### config.mk
export PLATFORM = sky130hd
export DESIGN_NAME = arb_rr
export DESIGN_NICKNAME = d
export VERILOG_FILES = /design/src/rtl/arb_pkg.sv /design/src/rtl/arb_pick.sv /design/src/rtl/arb_rr.sv
export SDC_FILE = /design/constraint.sdc
export NUM_CORES = 1
export LEC_CHECK = 0
export BUFFER_PORTS_ARGS = -buffer_cell sky130_fd_sc_hd__buf_4
export CAP_MARGIN = 5
export CORE_AREA = 3 3 40 42
export CTS_CLUSTER_DIAMETER = 80
export DETAILED_ROUTE_END_ITERATION = 8
export DIE_AREA = 0 0 43 45
export GPL_TIMING_DRIVEN = 0
export PLACE_DENSITY_LB_ADDON = 0.15
export SLEW_MARGIN = 20
export SYNTH_ARGS = -nofsm -noshare
export SYNTH_HDL_FRONTEND = slang
export SYNTH_HIERARCHICAL = 1
export SYNTH_SLANG_ARGS = --single-unit
### constraint.sdc
create_clock -name clk -period 2.4 [get_ports clk]
set_input_delay 0.24 -clock clk [delete_from_list [all_inputs] [get_ports clk]]
set_output_delay 0.24 -clock clk [all_outputs]
set_load 0.05 [all_outputs]
### src/rtl/arb_pkg.sv
// arb_pkg: shared state type and index helpers for the arb_rr arbiter.
package arb_pkg;

    typedef enum logic {IDLE, BUSY} state_t;

    function automatic int idx_w(input int n);
        return (n > 1) ? $clog2(n) : 1;
    endfunction

    function automatic int oh2idx(input logic [63:0] oh);
        int idx;
        idx = 0;
        for (int i = 0; i < 64; i++)
            if (oh[i]) idx = idx | i;
        return idx;
    endfunction

endpackage

### src/rtl/arb_pick.sv
// arb_pick: combinational first-set-bit picker; MSB=1 favours the highest index.
module arb_pick #(
    parameter int N   = 4,
    parameter int MSB = 1
) (
    input  logic [N-1:0] i_vec,
    output logic [N-1:0] o_oh
);

    always_comb begin
        o_oh = '0;
        for (int i = 0; i < N; i++)
            if (i_vec[(MSB != 0) ? i : N-1-i]) o_oh = N'(1) << ((MSB != 0) ? i : N-1-i);
    end

endmodule

### src/rtl/arb_rr.sv
// arb_rr: registered N-way arbiter with round-robin or fixed priority and grant hold.
// Define ARB_WATCHDOG_EN to add the MAX_HOLD forced-release watchdog.
module arb_rr
    import arb_pkg::*;
#(
    parameter  int N        = 4,
    parameter  int RR       = 1,
    parameter  int MSB      = 1,
    parameter  int MAX_HOLD = 16,
    localparam int IDXW     = idx_w(N)
) (
    input  logic            clk,
    input  logic            rst_n,
    input  logic [N-1:0]    req,
    input  logic            ack,
    output logic [N-1:0]    gnt,
    output logic [IDXW-1:0] gnt_idx,
    output logic            gnt_vld,
    output logic            timeout
);

    state_t          r_state;
    logic [N-1:0]    r_gnt;
    logic [IDXW-1:0] r_idx;
    logic            r_vld;
    logic [N-1:0]    w_cand;
    logic [N-1:0]    w_win;
    logic [IDXW-1:0] w_widx;
    logic            w_busy;
    logic            w_rel;
    logic            w_go;
    logic            w_force;

    if (N < 2 || MAX_HOLD < 2) begin : g_param_chk
        $error("arb_rr: N and MAX_HOLD must both be at least 2");
    end

    assign w_busy = (r_state == BUSY);
    assign w_rel  = w_busy && (ack || !req[r_idx] || w_force);
    assign w_go   = !w_busy || w_rel;
    // the releasing holder sits out the re-arbitration of its own release cycle
    assign w_cand = w_busy ? (req & ~r_gnt) : req;
    assign w_widx = IDXW'(oh2idx(64'(w_win)));

    if (RR != 0) begin : g_rr
        logic [IDXW-1:0] r_ptr;
        logic [N-1:0]    w_mask;
        logic [N-1:0]    w_hi;
        logic [N-1:0]    w_any;
        // mask includes ptr itself: the previous holder is already excluded on a
        // BUSY handoff, and from reset this makes index ptr=0 the first choice
        always_comb begin
            w_mask = '0;
            for (int i = 0; i < N; i++)
                w_mask[i] = (MSB != 0) ? (i <= int'(r_ptr)) : (i >= int'(r_ptr));
        end
        arb_pick #(.N(N), .MSB(MSB)) u_pick_hi (.i_vec(w_cand & w_mask), .o_oh(w_hi));
        arb_pick #(.N(N), .MSB(MSB)) u_pick_all (.i_vec(w_cand), .o_oh(w_any));
        assign w_win = (|w_hi) ? w_hi : w_any;
        always_ff @(posedge clk or negedge rst_n)
            if (!rst_n)
                r_ptr <= '0;
            else if (w_go && |w_cand)
                r_ptr <= w_widx;
    end else begin : g_fixed
        arb_pick #(.N(N), .MSB(MSB)) u_pick_all (.i_vec(w_cand), .o_oh(w_win));
    end

    always_ff @(posedge clk or negedge rst_n)
        if (!rst_n) begin
            r_state <= IDLE;
            r_gnt   <= '0;
            r_idx   <= '0;
            r_vld   <= 1'b0;
        end else if (w_go) begin
            r_state <= (|w_cand) ? BUSY : IDLE;
            r_gnt   <= w_win;
            r_idx   <= w_widx;
            r_vld   <= |w_cand;
        end

`ifdef ARB_WATCHDOG_EN
    localparam int CW = $clog2(MAX_HOLD + 1);
    logic [CW-1:0] r_cnt;
    logic          r_timeout;
    assign w_force = w_busy && !ack && req[r_idx] && (r_cnt == CW'(MAX_HOLD - 1));
    always_ff @(posedge clk or negedge rst_n)
        if (!rst_n) begin
            r_cnt     <= '0;
            r_timeout <= 1'b0;
        end else begin
            r_timeout <= w_force;
            r_cnt     <= w_go ? '0 : r_cnt + 1'b1;
        end
    assign timeout = r_timeout;
`else
    assign w_force = 1'b0;
    assign timeout = 1'b0;
`endif

    assign gnt     = r_gnt;
    assign gnt_idx = r_idx;
    assign gnt_vld = r_vld;

endmodule

==> results.md, run 1 <==
- Core ar.: 1280 um^2
- Routed WL: 1400 um
- Clock sink count: 9
- Worst path cell trace: a21oi_1 > and3_1 > nor4b_2 > o311ai_0 > mux2_2
- Die height: 45 um
- Critical-path top delay cell: dfrtp_1
- Area growth syn-to-layout: 24.1%
- Starting density of the core: 49.3%
- Fmax: 0.500 GHz
- Register area share after synthesis: 35.6%
- Post-synth top flop: dfrtp_1
- Net Count, Synth: 78
- Ports: 15
- # diodes: 0
- Worst Tran Pin Value: 584 ps
- Synth Area in Simple Gates: 22.7%
- Vias post-DR: 555
- Critical Path AT: 2150 ps
- Clk slew on worst S/H paths: 60 ps
- ANT nets after route: 0
- Slew headroom: 60.6%
- Hold WC Path Type: in -> async
- P_leak: 0.359 nW
- Setup WS pre-CTS: 404 ps
- Die area: 1940 um^2
- Cts repair resizes: 0
- GRT Total Usage: 17.9%
- Endpoints failing hold: 0
- Flop-to-flop setup slack: 400 ps
- Post-synth top area share: 35.6%
- PwrDens: 1360 nW/um^2
- Reg2reg start: gnt_vld$_DFFE_PN0P_
- CP Class: reg -> reg
- Endpoints failing setup: 0
- Worst-path fanout max: 8
- Layout cell share with drive strength beyond 1: 30.3%
- EDFF count, synth: 0
- Drt drc: 0
- RD Place Congestion: 0.893
- #FFs+latches synth: 9
- TNS Setup: 0 ps
- Syn Inst Count: 71
- Row Count: 13
- Largest family of logic cells by synthesized area: simple AND/OR/NAND/NOR gates
- First-pass GRT wire length: 2500 um
- CTS tree: built
- Hpwl dp: 1120 um
- Clock latency on the worst-skew pair: 260 ps
- Die width: 43 um
- Placed cell areas: 749 um^2
- Drt initial violations: 15
- Vias in the first global route: 553
- Clock buffer depth: 2
- Top cells by area, synth: dfrtp_1 (36%), inv_1 (5.3%), o21ai_0 (4.7%), mux2_4 (4.7%), nor4b_2 (4.7%)
- Grt ovf: 0
- Largest net degree at the start of global routing: 11
- Root Driver: clkbuf_4
- Max-cap violations: 0
- Status: complete, no violations
- Worst Setup SP: gnt_vld$_DFFE_PN0P_
- CP peak stage delay: 470 ps
- Reg2Reg Depth: 5
- Post-Synth Adder-Cell Area: 0%
- Vias per cell: 5.34
- Yosys top cell by area: dfrtp_1
- Fin area: 786 um^2
- Crit path to: g_rr.r_ptr[0]$_DFFE_PN0P_
- RSZ-0062 raised after global routing: no
- Final WS setup: 400 ps
- Nets: 97
- Yosys Warn Count: 6
- Final min period: 2000 ps
- CTS buffer count: 3
- Async S/R FF share, synth: 100%
- Distinct cells, synth: 25
- Mux share of post-synthesis cell area: 9.88%
- Drt wl/cell: 13.5 um
- CTS H-tree depth: 1
- # Post-CTS Setup Buffers: 0
- VDD IR max: 0.771 mV
- CP endpoint kind: register
- Syn Std Cell Area: 633 um^2
- Layout Skew: 0.753 ps
- Final period util: 83.3%
- IO buf count: 13
- Synth Area in XOR/XNOR: 0%
- Crit path launch type: register
- Compound-Gate Fraction of Synth Area: 20.6%
- Antenna violations before repair: 0
- Count of final max-slew check failures: 0
- Worst Path Required: 2550 ps
- Detailed Routing Iterations Pass 1: 4
- Syn_area_per_cell: 8.92 um^2
- Worst r2r dst: g_rr.r_ptr[0]$_DFFE_PN0P_
- Synth top cells by count: dfrtp_1 (9), inv_1 (9), nand2_1 (6), o21ai_0 (6)
[power breakdown]
group,leakage [nW],internal [W],switching [W]
clock,0.0150,0.0000642,0.0000549
combinational,0.237,0.000261,0.000395
sequential,0.107,0.000222,0.0000714
[cell families (layout without fill, tap and decap cells)]
group,count (synthesis),count (layout)
DFF,9,9
muxes,5,5
other,1,1
AOI/OAI and AO/OA,21,21
and+or+nand+nor,22,22
buffers and inverters,13,31
[worst max-delay path, delay by kind of cell, from the launching register on]
| family | cells | cell delay [ps] |
|---|---|---|
| muxes | 1 | 300 |
| and+or+nand+nor | 2 | 680 |
| DFF | 1 | 470 |
| AOI/OAI and AO/OA | 2 | 440 |
[state kept, by name, summed over array words and instances, names as in the netlist]
name,flops
gnt,4
g_rr.r_ptr,2
gnt_idx,2
gnt_vld,1
[worst min-delay path by stage]
stage | startpoint | endpoint | slack (ps) | cells after the start
3_3_place_gp | rst_n | gnt_vld$_DFFE_PN0P_ | 70 | 1
3_5_place_dp | rst_n | gnt_vld$_DFFE_PN0P_ | 70 | 1
4_1_cts | rst_n | gnt[1]$_DFFE_PN0P_ | 330 | 2
6_report | rst_n | gnt[1]$_DFFE_PN0P_ | 340 | 2
5_1_grt | rst_n | gnt[1]$_DFFE_PN0P_ | 330 | 2
2_1_floorplan | rst_n | g_rr.r_ptr[0]$_DFFE_PN0P_ | -60 | 0
[layer usage]
metal | vias to the layer above | global-route usage (%) | part of all wire (%)
met3 | 2 | 4.78 | 5.0
met4 | 0 | 7.23 | 0.85
met2 | 16 | 29.9 | 48
met5 | - | 0 | 0
met1 | 253 | 22.1 | 46
li1 | 284 | - | -
[metrics by stage]
stage | power [W] | utilization, % | cells | hold slack, ps
global route | 0.00116 | 61.1 | 104 | 329
detailed placement | 0.000948 | 58.3 | 99 | 71.2
finish | 0.00107 | 61.1 | 104 | 337
CTS | 0.00108 | 61.1 | 104 | 329
global placement | 0.000938 | 58.3 | 99 | 70.0
floorplan | 0.000779 | - | 71 | -55.6
[cell type report]
type,instances,area (um^2)
Clock buffer,4,26.3
Timing Repair Buffer,14,108
Tap cell,15,18.8
Fill cell,120,499
Sequential cell,9,225
Inverter,9,33.8
Multi-Input combinational cell,49,340
Buffer,4,33.8
[repair_timing]
| item | in CTS | in global routing |
|---|---|---|
| hold endpoints to repair | 9 | 0 |
| hold buffers | 1 | 0 |
| setup endpoints to repair | 0 | 0 |
[cells in the final DEF, fill, tap and decap left out, types with 2 or more instances in the layout]
master,count
nor4b_2,2
o311ai_0,2
a31oi_1,4
mux2_2,2
dfrtp_1,9
nor2_1,3
clkbuf_4,3
buf_4,16
and2_1,3
mux2_4,2
inv_1,9
o21ai_0,6
nand2_1,6
o22ai_1,2
nor3b_1,3
nor2b_1,2
a21oi_1,4
No activity file was read; power rests on OpenSTA's default activity.
==> inputs of run 2 (changes only) <==
clock period = 2 ns   (was 2.4 ns; I/O delays follow)
==> results.md, run 2 (synthesis results as in run 1) <==
- Hold WC Path Type: in -> async (unchanged)
- Nets: 97 (unchanged)
- Area growth syn-to-layout: 29.4% (was 24.1%)
- Worst Tran Pin Value: 641 ps (was 584 ps)
- Clock buffer depth: 2 (unchanged)
- Vias in the first global route: 512 (was 553)
- Vias per cell: 5.51 (was 5.34)
- Max FFs per register: 4 (unchanged)
- Die height: 45 um (unchanged)
- Antenna violations before repair: 0 (unchanged)
- CP endpoint kind: register (unchanged)
- Drt initial violations: 15 (unchanged)
- Die width: 43 um (unchanged)
- CTS tree: built (unchanged)
- Met2 Routed Length: 695 um (was 676 um)
- Util after Layout: 63.8% (was 61.1%)
- Critical-path top delay cell: dfrtp_2 (was dfrtp_1)
- Final period util: 94.3% (was 83.3%)
- Drt drc: 0 (unchanged)
- Fill cells: 118 (was 120)
- Root Driver: clkbuf_4 (unchanged)
- Layout Skew: 0.430 ps (was 0.753 ps)
- Hold Slack: 301 ps (was 337 ps)
- Endpoints failing hold: 0 (unchanged)
- Critical Path AT: 2030 ps (was 2150 ps)
- Crit path launch type: register (unchanged)
- Max-cap violations: 0 (unchanged)
- VDD IR max: 0.727 mV (was 0.771 mV)
- Most frequent cells in the layout: buf_4 (16), inv_1 (9), nand2_1 (6), o21ai_0 (6), dfrtp_1 (6) (was buf_4 (16), inv_1 (9), dfrtp_1 (9))
- CP Buf/Inv Count: 0 (unchanged)
- PwrDens: 1620 nW/um^2 (was 1360 nW/um^2)
- Clock latency on the worst-skew pair: 260 ps (about the same)
- TNS Setup: 0 ps (unchanged)
- Ports: 15 (unchanged)
- Commonest non-fill, non-tap cell in the layout: buf_4 (unchanged)
- Vias post-DR: 573 (was 555)
- CP peak stage delay: 480 ps (was 470 ps)
- # Post-CTS Setup Buffers: 0 (unchanged)
- CTS H-tree depth: 1 (unchanged)
- Sequential Area: 229 um^2 (was 225 um^2)
- Drt wl/cell: 14.0 um (was 13.5 um)
- Core ar.: 1280 um^2 (unchanged)
- Non-filler cells, final: 104 (unchanged)
- Hpwl dp: 1100 um (was 1120 um)
- WL met3: 94 um (was 70 um)
- Layout cell share with drive strength beyond 1: 38.2% (was 30.3%)
- GRT Total Usage: 16.8% (was 17.9%)
- Largest delay contributor family on the critical path: simple AND/OR/NAND/NOR gates (unchanged)
- Fmax: 0.530 GHz (was 0.500 GHz)
- Multi-input logic area: 370 um^2 (was 340 um^2)
- Count of final max-slew check failures: 0 (unchanged)
- ANT nets after route: 0 (unchanged)
- Detailed Routing Iterations Pass 1: 4 (unchanged)
- RD Place Congestion: 0.871 (was 0.893)
- Largest net degree at the start of global routing: 11 (unchanged)
- WL met1: 622 um (was 645 um)
- RSZ-0062 raised after global routing: no (unchanged)
- Die area: 1940 um^2 (unchanged)
- P_leak: 0.366 nW (was 0.359 nW)
- Row Count: 13 (unchanged)
- Worst Path Required: 2140 ps (was 2550 ps)
- Status: complete, no violations (unchanged)
- CTS buffer count: 3 (unchanged)
- Grt ovf: 0 (unchanged)
- Placed insts: 99 (unchanged)
- Slew headroom: 56.7% (was 60.6%)
- IO buf count: 13 (unchanged)
- Endpoints failing setup: 0 (unchanged)
- Starting density of the core: 49.3% (unchanged)
- Worst-path fanout max: 8 (unchanged)
- Final min period: 1890 ps (was 2000 ps)
- Routed WL: 1460 um (was 1400 um)
- Highest metal used: met4 (unchanged)
- CP Class: reg -> reg (unchanged)
- Worst path cell trace: a21oi_2 > and2_1 > nor2b_1 > o311ai_1 > mux2_2 (was a21oi_1 > and3_1 > nor4b_2 > o311ai_0 > mux2_2)
- # diodes: 0 (unchanged)
- Clock sink count: 9 (unchanged)
- First-pass GRT wire length: 2340 um (was 2500 um)
- Flop-to-flop setup slack: 110 ps (was 400 ps)
- Clk slew on worst S/H paths: 60 ps (about the same)
-- run 2: layout make-up --
cell class | count | share of cell area, %
plain buffers | 4 | 4.12
clock buffers | 4 | 3.21
inverters | 9 | 4.12
multi-input cells | 49 | 45.2
flip-flops and latches | 9 | 27.9
well taps | 15 | 2.29
repair buffers | 14 | 13.1
-- run 2: timing repair --
| action | in CTS | in global routing |
|---|---|---|
| endpoints found under the hold margin | 9 | 0 |
| endpoints found under the setup margin | 0 | 5 |
| gates resized for setup | 0 | 7 |
| hold buffers | 1 | 0 |
-- run 2: metal layers --
| metal | track usage (%) | vias to the layer above |
|---|---|---|
| met3 | 4.38 | 6 |
| met5 | 0 | - |
| met4 | 12.7 | 0 |
| li1 | - | 285 |
| met2 | 25.1 | 23 |
| met1 | 20.8 | 259 |
-- run 2: path summary, 6_finish.rpt --
kind                                            from                        end  cells past startpoint
setup / recovery                 gnt_vld$_DFFE_PN0P_  g_rr.r_ptr[0]$_DFFE_PN0P_                      5
hold / removal                                 rst_n     gnt_idx[1]$_DFFE_PN0P_                      2
setup reg to reg                 gnt_vld$_DFFE_PN0P_  g_rr.r_ptr[0]$_DFFE_PN0P_                      5
hold reg to reg            g_rr.r_ptr[0]$_DFFE_PN0P_  g_rr.r_ptr[0]$_DFFE_PN0P_                      1
max in group asynchronous                      rst_n        gnt_vld$_DFFE_PN0P_                      2
min in group clk                              req[3]     gnt_idx[1]$_DFFE_PN0P_                      4
-- run 2: metrics by stage --
stage / power (W) / setup slack, ps / area, um^2
2_1_floorplan: 0.000939 / 1.13 / 637
3_3_place_gp: 0.00113 / 52.0 / 753
3_5_place_dp: 0.00114 / 45.7 / 753
4_1_cts: 0.00129 / 6.04 / 790
5_1_grt: 0.00142 / 1.16 / 820
6_report: 0.00133 / 115 / 820
-- run 2: report_power, final --
part / total (W) / internal, W / switching (W)
Sequential: 0.000366 / 0.000271 / 0.0000951
Combinational: 0.000821 / 0.000333 / 0.000489
Clock: 0.000141 / 0.0000769 / 0.0000639
==> inputs of run 3 (changes only) <==
CTS_BUF_LIST = sky130_fd_sc_hd__clkbuf_16   (was default)
clock period = 1.85 ns   (was 2 ns; I/O delays follow)
==> results.md, run 3 (synthesis results as in run 1) <==
- Vias per cell: 5.62 (was 5.51)
- Die area: 1940 um^2 (unchanged)
- GRT Total Usage: 19.1% (was 16.8%)
- Util after Layout: 70.9% (was 63.8%)
- Worst Path Required: 1950 ps (was 2140 ps)
- Endpoints failing hold: 0 (unchanged)
- CTS tree: built (unchanged)
- Die width: 43 um (unchanged)
- Clock power frac: 21.4% (was 10.6%)
- Ports: 15 (unchanged)
- Placed cell areas: 768 um^2 (was 753 um^2)
- Clock buffer depth: 2 (unchanged)
- Drt drc: 0 (unchanged)
- Crit path launch type: register (unchanged)
- Largest delay contributor family on the critical path: simple AND/OR/NAND/NOR gates (unchanged)
- CP Buf/Inv Count: 2 (was 0)
- Die height: 45 um (unchanged)
- Count of final max-slew check failures: 0 (unchanged)
- CP most frequent cell: buf_6
- P_leak: 0.404 nW (was 0.366 nW)
- Worst path cell trace: buf_6 > and3b_1 > a22o_1 > buf_6 > or4_4 (was a21oi_2 > and2_1 > nor2b_1 > o311ai_1 > mux2_2)
- ANT nets after route: 0 (unchanged)
- Hold WC Path Type: in -> async (unchanged)
- Core ar.: 1280 um^2 (unchanged)
- Logic gate share of total power: 55.3% (was 61.8%)
- TNS Setup: 0 ps (unchanged)
- Clock sink count: 9 (unchanged)
- Nets: 99 (was 97)
- Hpwl dp: 1170 um (was 1100 um)
- RSZ-0062 raised after global routing: yes (was no)
- CP peak stage delay: 520 ps (was 480 ps)
- Layout Skew: 1.72 ps (was 0.430 ps)
- Final min period: 1820 ps (was 1890 ps)
- Setup WS pre-CTS: -81.1 ps (was 45.7 ps)
- Detailed Routing Iterations Pass 1: 4 (unchanged)
- Starting density of the core: 49.3% (unchanged)
- Most frequent cells in the layout: buf_4 (17), inv_1 (10), nand2_1 (6), o21ai_0 (6), dfrtp_2 (5) (was buf_4 (16), inv_1 (9), nand2_1 (6), o21ai_0 (6), dfrtp_1 (6))
- Drt wl/cell: 14.9 um (was 14.0 um)
- CTS buffer count: 3 (unchanged)
- CTS H-tree depth: 1 (unchanged)
- Row Count: 13 (unchanged)
- Drt initial violations: 15 (unchanged)
- Slew headroom: 54.7% (was 56.7%)
- Critical Path AT: 1920 ps (was 2030 ps)
- Max-cap violations: 0 (unchanged)
- Status: complete, no violations (unchanged)
- IO buf count: 13 (unchanged)
- Largest net degree at the start of global routing: 11 (unchanged)
- RD Place Congestion: 0.888 (was 0.871)
- # diodes: 0 (unchanged)
- Grt ovf: 0 (unchanged)
- Max FFs per register: 4 (unchanged)
- Worst-path fanout max: 10 (was 8)
- Area growth syn-to-layout: 43.9% (was 29.4%)
- Routed WL: 1580 um (was 1460 um)
- Sw Share: 43.2% (was 48.8%)
- First-pass GRT wire length: 2720 um (was 2340 um)
- Critical-path top delay cell: or4_4 (was dfrtp_2)
- Final WS setup: 28.3 ps (was 115 ps)
- Endpoints failing setup: 0 (unchanged)
- Vias post-DR: 596 (was 573)
- Flop pwr share: 23.3% (was 27.6%)
- Final period util: 98.5% (was 94.3%)
- Fin area: 911 um^2 (was 820 um^2)
- Root Driver: clkbuf_16 (was clkbuf_4)
- Commonest non-fill, non-tap cell in the layout: buf_4 (unchanged)
- Clock latency on the worst-skew pair: 230 ps (was 260 ps)
- Antenna violations before repair: 0 (unchanged)
- Vias in the first global route: 621 (was 512)
- Net Switching: 0.000745 W (was 0.000648 W)
- PwrDens: 1890 nW/um^2 (was 1620 nW/um^2)
- CP endpoint kind: register (unchanged)
- Layout cell share with drive strength beyond 1: 46.2% (was 38.2%)
- Fmax: 0.549 GHz (was 0.530 GHz)
- Internal: 0.000980 W (was 0.000681 W)
- Clk slew on worst S/H paths: 40 ps (was 60 ps)
- Worst Tran Pin Value: 670 ps (was 641 ps)
- CP Class: reg -> reg (unchanged)
- VDD IR max: 0.992 mV (was 0.727 mV)
==> run 3: area by class of cell <==
type	count	area [um^2]
inverters	9	33.8
multi-input cells	49	388
repair buffers	16	126
plain buffers	4	33.8
well taps	15	18.8
fillers	94	374
clock buffers	3	75.1
clock inverters	1	3.75
flip-flops and latches	9	231
==> run 3: final timing paths <==
path	start	endpoint	slack [ps]	cells after the start
setup / recovery	gnt_vld$_DFFE_PN0P_	gnt_vld$_DFFE_PN0P_	30	5
max in group asynchronous	rst_n	gnt[3]$_DFFE_PN0P_	1380	2
min in group clk	req[3]	gnt_idx[1]$_DFFE_PN0P_	340	4
hold reg to reg	g_rr.r_ptr[0]$_DFFE_PN0P_	g_rr.r_ptr[0]$_DFFE_PN0P_	520	1
hold / removal	rst_n	gnt_idx[1]$_DFFE_PN0P_	320	2
setup reg to reg	gnt_vld$_DFFE_PN0P_	gnt_vld$_DFFE_PN0P_	30	5
==> run 3: power groups by stage <==
stage	Combinational (W)	Clock [W]	Sequential (W)
global placement	0.000851	0	0.000391
CTS	0.000890	0.000375	0.000395
floorplan	0.000444	0	0.000595
global route	0.00103	0.000392	0.000418
detailed placement	0.000871	0	0.000395
finish	0.000954	0.000368	0.000403
==> run 3: per-layer routing <==
metal | wire [um] | up-vias | track usage (%)
met5 | 0 | - | 0
met3 | 79 | 2 | 5.18
met2 | 821 | 20 | 32.9
met4 | 10 | 0 | 9.64
met1 | 667 | 285 | 21.9
li1 | - | 289 | -
==> run 3: per-stage QoR <==
stage	hold WS, ps	instances	total power (W)
5_1_grt	341	106	0.00184
3_3_place_gp	15.0	99	0.00124
2_1_floorplan	-111	71	0.00104
4_1_cts	323	104	0.00166
3_5_place_dp	15.2	99	0.00127
6_report	322	106	0.00173
==> run 3: repair_timing <==
action | CTS | global route
setup buffers | 0 | 2
resized for setup | 3 | 9
pin swaps | 0 | 1
endpoints found under the hold margin | 9 | 0
endpoints found under the setup margin | 5 | 6
hold buffers | 1 | 0
